--- config.mk ---
export PLATFORM = sky130hd
export DESIGN_NAME = serial_adder
export DESIGN_NICKNAME = d
export VERILOG_FILES = /design/src/rtl/serial_adder.sv
export SDC_FILE = /design/constraint.sdc
export NUM_CORES = 1
export LEC_CHECK = 0
export ABC_AREA = 1
export CAP_MARGIN = 25
export CORE_MARGIN = 10
export CORE_UTILIZATION = 30
export CTS_BUF_LIST = sky130_fd_sc_hd__clkbuf_8
export DETAILED_ROUTE_END_ITERATION = 16
export PLACE_DENSITY_LB_ADDON = 0.25
export SLEW_MARGIN = 30
export SYNTH_ARGS = -nofsm -noshare
export SYNTH_HDL_FRONTEND = slang
export SYNTH_SLANG_ARGS = --single-unit
--- constraint.sdc ---
create_clock -name clk -period 1.3 [get_ports clk]
set_input_delay 0.26 -clock clk [delete_from_list [all_inputs] [get_ports clk]]
set_output_delay 0.26 -clock clk [all_outputs]
set_load 0.02 [all_outputs]
--- src/rtl/serial_adder.sv ---
// ---------------------------------------------------------------------------
// serial_adder
//
// Bit-serial, LSB-first WIDTH-bit adder with carry-in. An operand pair is
// accepted through a valid/ready start handshake. One result bit is produced
// per clock using a single carry flop. The finished sum, carry-out and
// two's-complement overflow flag are presented through a valid/ready result
// handshake.
//
// Ports
//   clk          in   single clock, rising edge
//   rst_n        in   asynchronous active-low reset
//   start_valid  in   operand pair and carry_in are valid
//   start_ready  out  block can accept operands (IDLE only)
//   addend_a     in   first operand  [WIDTH-1:0]
//   addend_b     in   second operand [WIDTH-1:0]
//   carry_in     in   carry into bit 0
//   sum_valid    out  result is valid (DONE only)
//   sum_ready    in   consumer accepts the result
//   sum          out  addend_a + addend_b + carry_in mod 2^WIDTH
//   carry_out    out  carry out of bit WIDTH-1
//   overflow     out  carry into MSB XOR carry out of MSB
// ---------------------------------------------------------------------------
module serial_adder #(
    parameter int WIDTH = 8
) (
    input  logic             clk,
    input  logic             rst_n,
    input  logic             start_valid,
    output logic             start_ready,
    input  logic [WIDTH-1:0] addend_a,
    input  logic [WIDTH-1:0] addend_b,
    input  logic             carry_in,
    output logic             sum_valid,
    input  logic             sum_ready,
    output logic [WIDTH-1:0] sum,
    output logic             carry_out,
    output logic             overflow
);

    // Counter has to be able to reach WIDTH, hence clog2(WIDTH+1).
    localparam int              CW       = $clog2(WIDTH + 1);
    localparam logic [CW-1:0]   LAST_BIT = CW'(WIDTH - 1);

    typedef enum logic [1:0] {
        IDLE  = 2'd0,
        SHIFT = 2'd1,
        DONE  = 2'd2
    } state_t;

    state_t             state_q,      state_d;
    logic [WIDTH-1:0]   opA_q,        opA_d;
    logic [WIDTH-1:0]   opB_q,        opB_d;
    logic               carry_q,      carry_d;
    logic [CW-1:0]      bitCnt_q,     bitCnt_d;
    logic [WIDTH-2:0]   sumShift_q,   sumShift_d;
    logic [WIDTH-1:0]   sum_q,        sum_d;
    logic               carryOut_q,   carryOut_d;
    logic               overflow_q,   overflow_d;

    logic               bitSum;
    logic               carryNext;
    logic [WIDTH-1:0]   sumShiftNext;

    // Full-adder cell operating on the current LSBs and the carry flop.
    always_comb begin
        bitSum    = opA_q[0] ^ opB_q[0] ^ carry_q;
        carryNext = (opA_q[0] & opB_q[0]) |
                    (opA_q[0] & carry_q)  |
                    (opB_q[0] & carry_q);
    end

    // The partial sum register only holds the first WIDTH-1 bits; the last
    // bit goes straight into the result register together with them, so the
    // combined vector is both the shifted partial sum and the final result.
    always_comb begin
        sumShiftNext = {bitSum, sumShift_q};
    end

    // Next-state and datapath control. Everything holds by default; only the
    // accept edge, each SHIFT cycle and the result handshake change state.
    always_comb begin
        state_d    = state_q;
        opA_d      = opA_q;
        opB_d      = opB_q;
        carry_d    = carry_q;
        bitCnt_d   = bitCnt_q;
        sumShift_d = sumShift_q;
        sum_d      = sum_q;
        carryOut_d = carryOut_q;
        overflow_d = overflow_q;

        case (state_q)
            IDLE: begin
                if (start_valid) begin
                    state_d  = SHIFT;
                    opA_d    = addend_a;
                    opB_d    = addend_b;
                    carry_d  = carry_in;
                    bitCnt_d = '0;
                end
            end

            SHIFT: begin
                opA_d      = opA_q >> 1;
                opB_d      = opB_q >> 1;
                carry_d    = carryNext;
                sumShift_d = sumShiftNext[WIDTH-1:1];
                bitCnt_d   = bitCnt_q + CW'(1);
                // On the MSB cycle carry_q is the carry into the MSB, so the
                // overflow flag is simply that carry against the carry out.
                if (bitCnt_q == LAST_BIT) begin
                    state_d    = DONE;
                    sum_d      = sumShiftNext;
                    carryOut_d = carryNext;
                    overflow_d = carry_q ^ carryNext;
                end
            end

            DONE: begin
                if (sum_ready) begin
                    state_d = IDLE;
                end
            end

            default: begin
                state_d = IDLE;
            end
        endcase
    end

    // State and datapath registers; reset aborts any operation in flight
    // and clears every register including the visible result.
    always_ff @(posedge clk or negedge rst_n) begin
        if (!rst_n) begin
            state_q    <= IDLE;
            opA_q      <= '0;
            opB_q      <= '0;
            carry_q    <= 1'b0;
            bitCnt_q   <= '0;
            sumShift_q <= '0;
            sum_q      <= '0;
            carryOut_q <= 1'b0;
            overflow_q <= 1'b0;
        end else begin
            state_q    <= state_d;
            opA_q      <= opA_d;
            opB_q      <= opB_d;
            carry_q    <= carry_d;
            bitCnt_q   <= bitCnt_d;
            sumShift_q <= sumShift_d;
            sum_q      <= sum_d;
            carryOut_q <= carryOut_d;
            overflow_q <= overflow_d;
        end
    end

    // Handshake flags decode straight from the state register; the result
    // outputs come from their own registers so they stay put while the next
    // operation is being shifted.
    always_comb begin
        start_ready = (state_q == IDLE);
        sum_valid   = (state_q == DONE);
        sum         = sum_q;
        carry_out   = carryOut_q;
        overflow    = overflow_q;
    end

endmodule

==> impl_metrics.env, run 1 <==
export IMPL_synth_avg_cell_area_um2=8.76
export IMPL_fill_cells=574
export IMPL_grt_usage_pct=9.10
export IMPL_pwr_share_clk_pct=19.5
export IMPL_ff_latch_area_um2=1000
export IMPL_final_setup_viol_count=0
export IMPL_cts_buffers=5
export IMPL_max_vdd_ir_drop_uv=587
export IMPL_cts_tree="done"
export IMPL_hold_class="primary input to asynchronous set/reset pin"
export IMPL_critPathSlowestCell="dfrtp_2"
export IMPL_core_area_um2=5570
export IMPL_crit_chain="nor2_4 -> buf_6"
export IMPL_insertion_delay_ns=0.29
export IMPL_syn_nets=223
export IMPL_rr_worst_depth=4
export IMPL_place_gp_congestion=0.732
export IMPL_place_inst=306
export IMPL_grt_pass1_wl_um=6660
export IMPL_fmax_ghz=0.790
export IMPL_area_delta_synth_final_pct=36.7
export IMPL_placed_cell_area_um2=2230
export IMPL_synth_largest_area_cell="dfrtp_1"
export IMPL_cts_path_max_buffers=2
export IMPL_num_vias=1444
export IMPL_maxCapViolCount=0
export IMPL_die_area_um2=9290
export IMPL_ys_top_cells_by_area="dfrtp_1 (57%), nand3_1 (15%), nand2_1 (14%)"
export IMPL_io_buffers=32
export IMPL_drt_iter0_drc=48
export IMPL_ys_seq_elements=40
export IMPL_swShare_pct=37.6
export IMPL_nets=266
export IMPL_synth_top_area_share_pct=57.1
export IMPL_r2r_start="opA_q[0]$_DFFE_PN0P_"
export IMPL_clockRootBuffer="clkbuf_8"
export IMPL_path_max_fanout=4
export IMPL_layout_commonest_cell="nand2_1"
export IMPL_power_per_cell_area_nw_per_um2=2150
export IMPL_stdcell_count=316
export IMPL_crit_required_ns=1.04
export IMPL_cp_num_buf_inv=1
export IMPL_fin_crit_sh_pct=97.4
export IMPL_power_total_w=0.00515
export IMPL_drt_first_pass_iters=4
export IMPL_crit_path_max_incr_delay_ns=0.45
export IMPL_avgRoutedWirePerCell_um=12.6
export IMPL_power_switching_w=0.00194
export IMPL_combPwrFrac_pct=40.8
export IMPL_grt_overflow=0
export IMPL_p_int_w=0.00321
export IMPL_arrival_ns=1.01
export IMPL_grt_pass1_vias=1444
export IMPL_worst_pin_slew_ns=0.375
export IMPL_path_clk_slew_ns=0.08
export IMPL_grt_max_degree=27
export IMPL_finalHoldViolCount=0
export IMPL_die_y_um=96.4
export IMPL_syn_inst=200
export IMPL_ios=33
export IMPL_period_minus_slack_ns=1.27
export IMPL_critPathKind="flip-flop to output port"
export IMPL_ant_nets=0
export IMPL_start_util_pct=31.4
export IMPL_p_seq_share_pct=39.7
export IMPL_synth_distinct_cells=20
export IMPL_route_detailed_drc=0
export IMPL_regToRegSetupSlack_ns=0.06
export IMPL_crit_family="flip-flops"
export IMPL_report_final_slew_viol_count=0
export IMPL_p_leak_nw=1.17
export IMPL_drt_total_wl_um=3980
export IMPL_htree_levels=2
export IMPL_num_rows=27
export IMPL_cp_start_kind="flip-flop"
export IMPL_drive_gt1_share_pct=14.8
export IMPL_outcome="finished, final reports clean"
export IMPL_vias_per_cell=4.57
export IMPL_grt_setup_unrepaired="yes"
export IMPL_final_cell_area_um2=2390
export IMPL_timing_rr_end="overflow$_DFFE_PN0P_"
export IMPL_n_antenna_cell=0
export IMPL_clock_skew_final_ns=0.00693
export IMPL_post_dp_hpwl_um=2830
export IMPL_syn_area_um2=1750
export IMPL_slew_headroom_pct=75.0
export IMPL_yosys_warnings=0
export IMPL_die_width_um=96.4
export IMPL_layout_common_cells="nand2_1 (66), nand3_1 (54), dfrtp_1 (39)"
export IMPL_antenna_found_initial=0
export IMPL_synth_seq_area_share_pct=57.1
export IMPL_crit_path_end_kind="output port"
export IMPL_hold_slack_ns=0.410
export IMPL_clock_sinks=40
export IMPL_multiInputGateArea_um2=689
[worst reg2reg max path, delay by kind of cell, from the launching register on]
family | cells | cell delay [ns]
flip-flops | 1 | 0.42
AND/OR/NAND/NOR | 2 | 0.11
XOR/XNOR | 1 | 0.18
adder cells (fa/ha/maj) | 1 | 0.43
[final cells by class]
cell class | instances | share of cell area, %
clock inverters | 3 | 1.78
inverters | 6 | 1.25
multi-input cells | 142 | 28.8
repair buffers | 48 | 19.7
flip-flops and latches | 40 | 41.8
well taps | 72 | 3.76
clock buffers | 5 | 2.87
[routing by layer]
layer  vias up  track usage, %  part of all wire, %
met5         -               0                    0
li1        744               -                    -
met1       663            11.1                   47
met2        32            14.5                   45
met3         5            3.55                  6.9
met4         0            2.91                  1.3
[cells in the mapped netlist, drive strengths merged]
library cell,n
nor2,6
nand2,68
o21ai,9
clkbuf,3
inv,6
ha,1
buf,9
xor2,1
dfrtp,40
nand3,54
nand4,1
fa,1
o31ai,1
[cells by family after synthesis]
kind of cell | count (synthesis) | share of synthesized area [%]
compound gates | 10 | 3.00
xor+xnor | 1 | 0.500
fa+ha+maj | 2 | 1.86
buf+inv | 18 | 5.14
flops | 40 | 57.1
simple gates | 129 | 32.4
[registers in the layout, summed over array words and instances, names as in the netlist]
register / count
sum: 8
opA_q: 8
sumShift_q: 7
bitCnt_q: 4
carry_out: 1
state_q: 2
overflow: 1
opB_q: 8
carry_q: 1
[power by group through the flow]
| stage | logic [W] | registers [W] | clock network, W |
|---|---|---|---|
| after global placement | 0.00207 | 0.00204 | 0 |
| after global routing | 0.00238 | 0.00211 | 0.00109 |
| after CTS | 0.00204 | 0.00205 | 0.00104 |
| final | 0.00210 | 0.00205 | 0.00101 |
| after detailed placement | 0.00209 | 0.00206 | 0 |
| after floorplan | 0.00115 | 0.00216 | 0 |
[worst max-delay path by stage]
stage,startpoint,slack [ns],cells after the start,end
2_1_floorplan,opA_q[0]$_DFFE_PN0P_,0.08,4,overflow$_DFFE_PN0P_
3_3_place_gp,state_q[0]$_DFFE_PN0P_,-0.16,2,start_ready
3_5_place_dp,state_q[0]$_DFFE_PN0P_,-0.15,2,start_ready
4_1_cts,state_q[0]$_DFFE_PN0P_,-0.002,2,sum_valid
5_1_grt,state_q[1]$_DFFE_PN0P_,-0.02,2,start_ready
6_report,state_q[0]$_DFFE_PN0P_,0.03,2,start_ready
[what timing repair did]
item	4_1_cts	5_1_grt
hold buffers	1	0
gates resized for setup	23	14
pin swaps	0	0
endpoints found under the hold margin	14	0
buffers inserted	0	1
endpoints found under the setup margin	23	23
[metrics by stage]
stage / setup TNS (ns) / worst slack (ns) / util [%]
5_1_grt: -0.0516 / -0.0248 / 43.0
6_report: 0 / 0.0342 / 43.0
2_1_floorplan: 0 / 0.0788 / -
3_5_place_dp: -0.442 / -0.153 / 40.0
3_3_place_gp: -0.288 / -0.157 / 40.0
4_1_cts: -0.00235 / -0.00235 / 42.1
(Power assumes the default switching activity.)
==> run 2, diff against run 1 <==
CTS_BUF_LIST = unset   (was sky130_fd_sc_hd__clkbuf_8)
MAX_ROUTING_LAYER = met4   (was unset)
REMOVE_ABC_BUFFERS = 1   (was unset)
==> run 2 against run 1 <==
Final area decreased by 0.37%. Hold slack improved by 0.058 ns. Total power decreased by 3.1%. First-iteration DRC count increased by 120%. Clock skew decreased by 0.0014 ns. Sequential share of layout area increased by 0.15 points. Largest power group unchanged.
==> impl_metrics.env, run 2 (same netlist as run 1, synthesis figures left out) <==
export IMPL_period_minus_slack_ns=1.28
export IMPL_drive_gt1_share_pct=15.2
export IMPL_crit_required_ns=1.04
export IMPL_fin_crit_sh_pct=98.1
export IMPL_nets=267
export IMPL_hold_class="primary input to asynchronous set/reset pin"
export IMPL_combPwrFrac_pct=43.2
export IMPL_grt_pass1_wl_um=6840
export IMPL_htree_levels=2
export IMPL_clock_skew_final_ns=0.00553
export IMPL_clockRootBuffer="clkbuf_8"
export IMPL_grt_max_degree=41
export IMPL_max_vdd_ir_drop_uv=724
export IMPL_ios=33
export IMPL_fill_cells=577
export IMPL_die_area_um2=9290
export IMPL_cts_tree="done"
export IMPL_path_max_fanout=4
export IMPL_layout_common_cells="nand2_1 (66), nand3_1 (53), dfrtp_1 (39)"
export IMPL_insertion_delay_ns=0.29
export IMPL_r2r_start="bitCnt_q[1]$_DFFE_PN0P_"
export IMPL_drt_iter0_drc=107
export IMPL_place_gp_congestion=0.757
export IMPL_antenna_found_initial=0
export IMPL_pwr_share_clk_pct=15.4
export IMPL_finalHoldViolCount=0
export IMPL_final_setup_viol_count=0
export IMPL_start_util_pct=31.4
export IMPL_critPathKind="flip-flop to output port"
export IMPL_crit_start="state_q[0]$_DFFE_PN0P_"
export IMPL_core_area_um2=5570
export IMPL_die_y_um=96.4
export IMPL_timing_setup_tns_ns=0
export IMPL_report_final_slew_viol_count=0
export IMPL_worst_pin_slew_ns=0.225
export IMPL_p_leak_nw=1.17
export IMPL_stdcell_count=316
export IMPL_post_dp_hpwl_um=2720
export IMPL_grt_pass1_vias=1486
export IMPL_area_delta_synth_final_pct=36.2
export IMPL_fmax_ghz=0.784
export IMPL_place_ws_ns=-0.161
export IMPL_num_rows=27
export IMPL_power_switching_w=0.00195
export IMPL_grt_usage_pct=9.58
export IMPL_layout_commonest_cell="nand2_1"
export IMPL_swShare_pct=39.1
export IMPL_drt_first_pass_iters=4
export IMPL_p_int_w=0.00304
export IMPL_num_vias=1463
export IMPL_power_total_w=0.00499
export IMPL_hold_slack_ns=0.467
export IMPL_n_antenna_cell=0
export IMPL_die_width_um=96.4
export IMPL_grt_overflow=0
export IMPL_p_seq_share_pct=41.4
export IMPL_clock_sinks=40
export IMPL_outcome="finished, final reports clean"
export IMPL_io_buffers=32
export IMPL_grt_setup_unrepaired="yes"
export IMPL_power_per_cell_area_nw_per_um2=2090
export IMPL_slew_headroom_pct=85.0
export IMPL_ant_nets=0
export IMPL_cts_path_max_buffers=2
export IMPL_avgRoutedWirePerCell_um=13.1
export IMPL_cts_buffers=5
export IMPL_path_clk_slew_ns=0.07
export IMPL_arrival_ns=1.02
export IMPL_crit_path_end_kind="output port"
export IMPL_cp_start_kind="flip-flop"
export IMPL_setup_slack_ns=0.0248
export IMPL_place_inst=303
export IMPL_drt_total_wl_um=4140
export IMPL_vias_per_cell=4.63
export IMPL_maxCapViolCount=0
export IMPL_route_detailed_drc=0
==> run 2: path summary, 6_finish.rpt <==
kind	endpoint	slack, ns	cells after the start
worst min-delay path	sum[1]$_DFFE_PN0P_	0.47	3
worst min register to register	sum[2]$_DFFE_PN0P_	0.47	2
min in group clk	sum[2]$_DFFE_PN0P_	0.47	2
worst max register to register	sum[1]$_DFFE_PN0P_	0.08	7
max in group asynchronous	state_q[0]$_DFFE_PN0P_	0.60	3
worst max-delay path	start_ready	0.02	2
==> run 2: through the flow <==
stage / util, % / cell area [µm²]
2_1_floorplan: - / 1680
3_3_place_gp: 39.6 / 2210
3_5_place_dp: 39.6 / 2210
4_1_cts: 40.9 / 2280
5_1_grt: 42.8 / 2390
6_report: 42.8 / 2390
==> run 2: layout make-up <==
type / count / area, µm² / area share [%]
inverter: 6 / 27.5 / 1.15
multi-input combinational: 143 / 718 / 30.1
sequential: 40 / 1000 / 42.0
tap: 72 / 90.1 / 3.78
clock inverter: 1 / 5.00 / 0.210
timing repair buffer: 48 / 470 / 19.7
clock buffer: 6 / 72.6 / 3.04
==> run 2: per-layer routing <==
layer  part of all wire, %  vias up  wire length [µm]  track usage [%]
met5                     0        -                 0                -
met4                   1.0        0                42             3.63
met3                   7.5        6               309             2.78
met2                    40       49              1650             13.3
met1                    52      664              2130             12.9
li1                      -      744                 -                -
==> run 2: timing repair <==
item,4_1_cts,5_1_grt
endpoints found under the setup margin,16,30
hold buffers,1,0
pin swaps,0,3
gates cloned,0,2
buffers inserted,0,3
hold endpoints to repair,40,0
resized for setup,20,19
==> run 2: power groups by stage <==
stage	logic, W	clock network, W	registers, W
6_report	0.00215	0.000770	0.00207
5_1_grt	0.00244	0.000856	0.00213
3_5_place_dp	0.00204	0	0.00206
2_1_floorplan	0.00101	0	0.00216
4_1_cts	0.00196	0.000798	0.00204
3_3_place_gp	0.00202	0	0.00205
==> run 2: worst max-delay path: stages, from the launching register on <==
cell and delay (ns):
dfrtp_2 0.45, nor2_4 0.15, buf_6 0.13
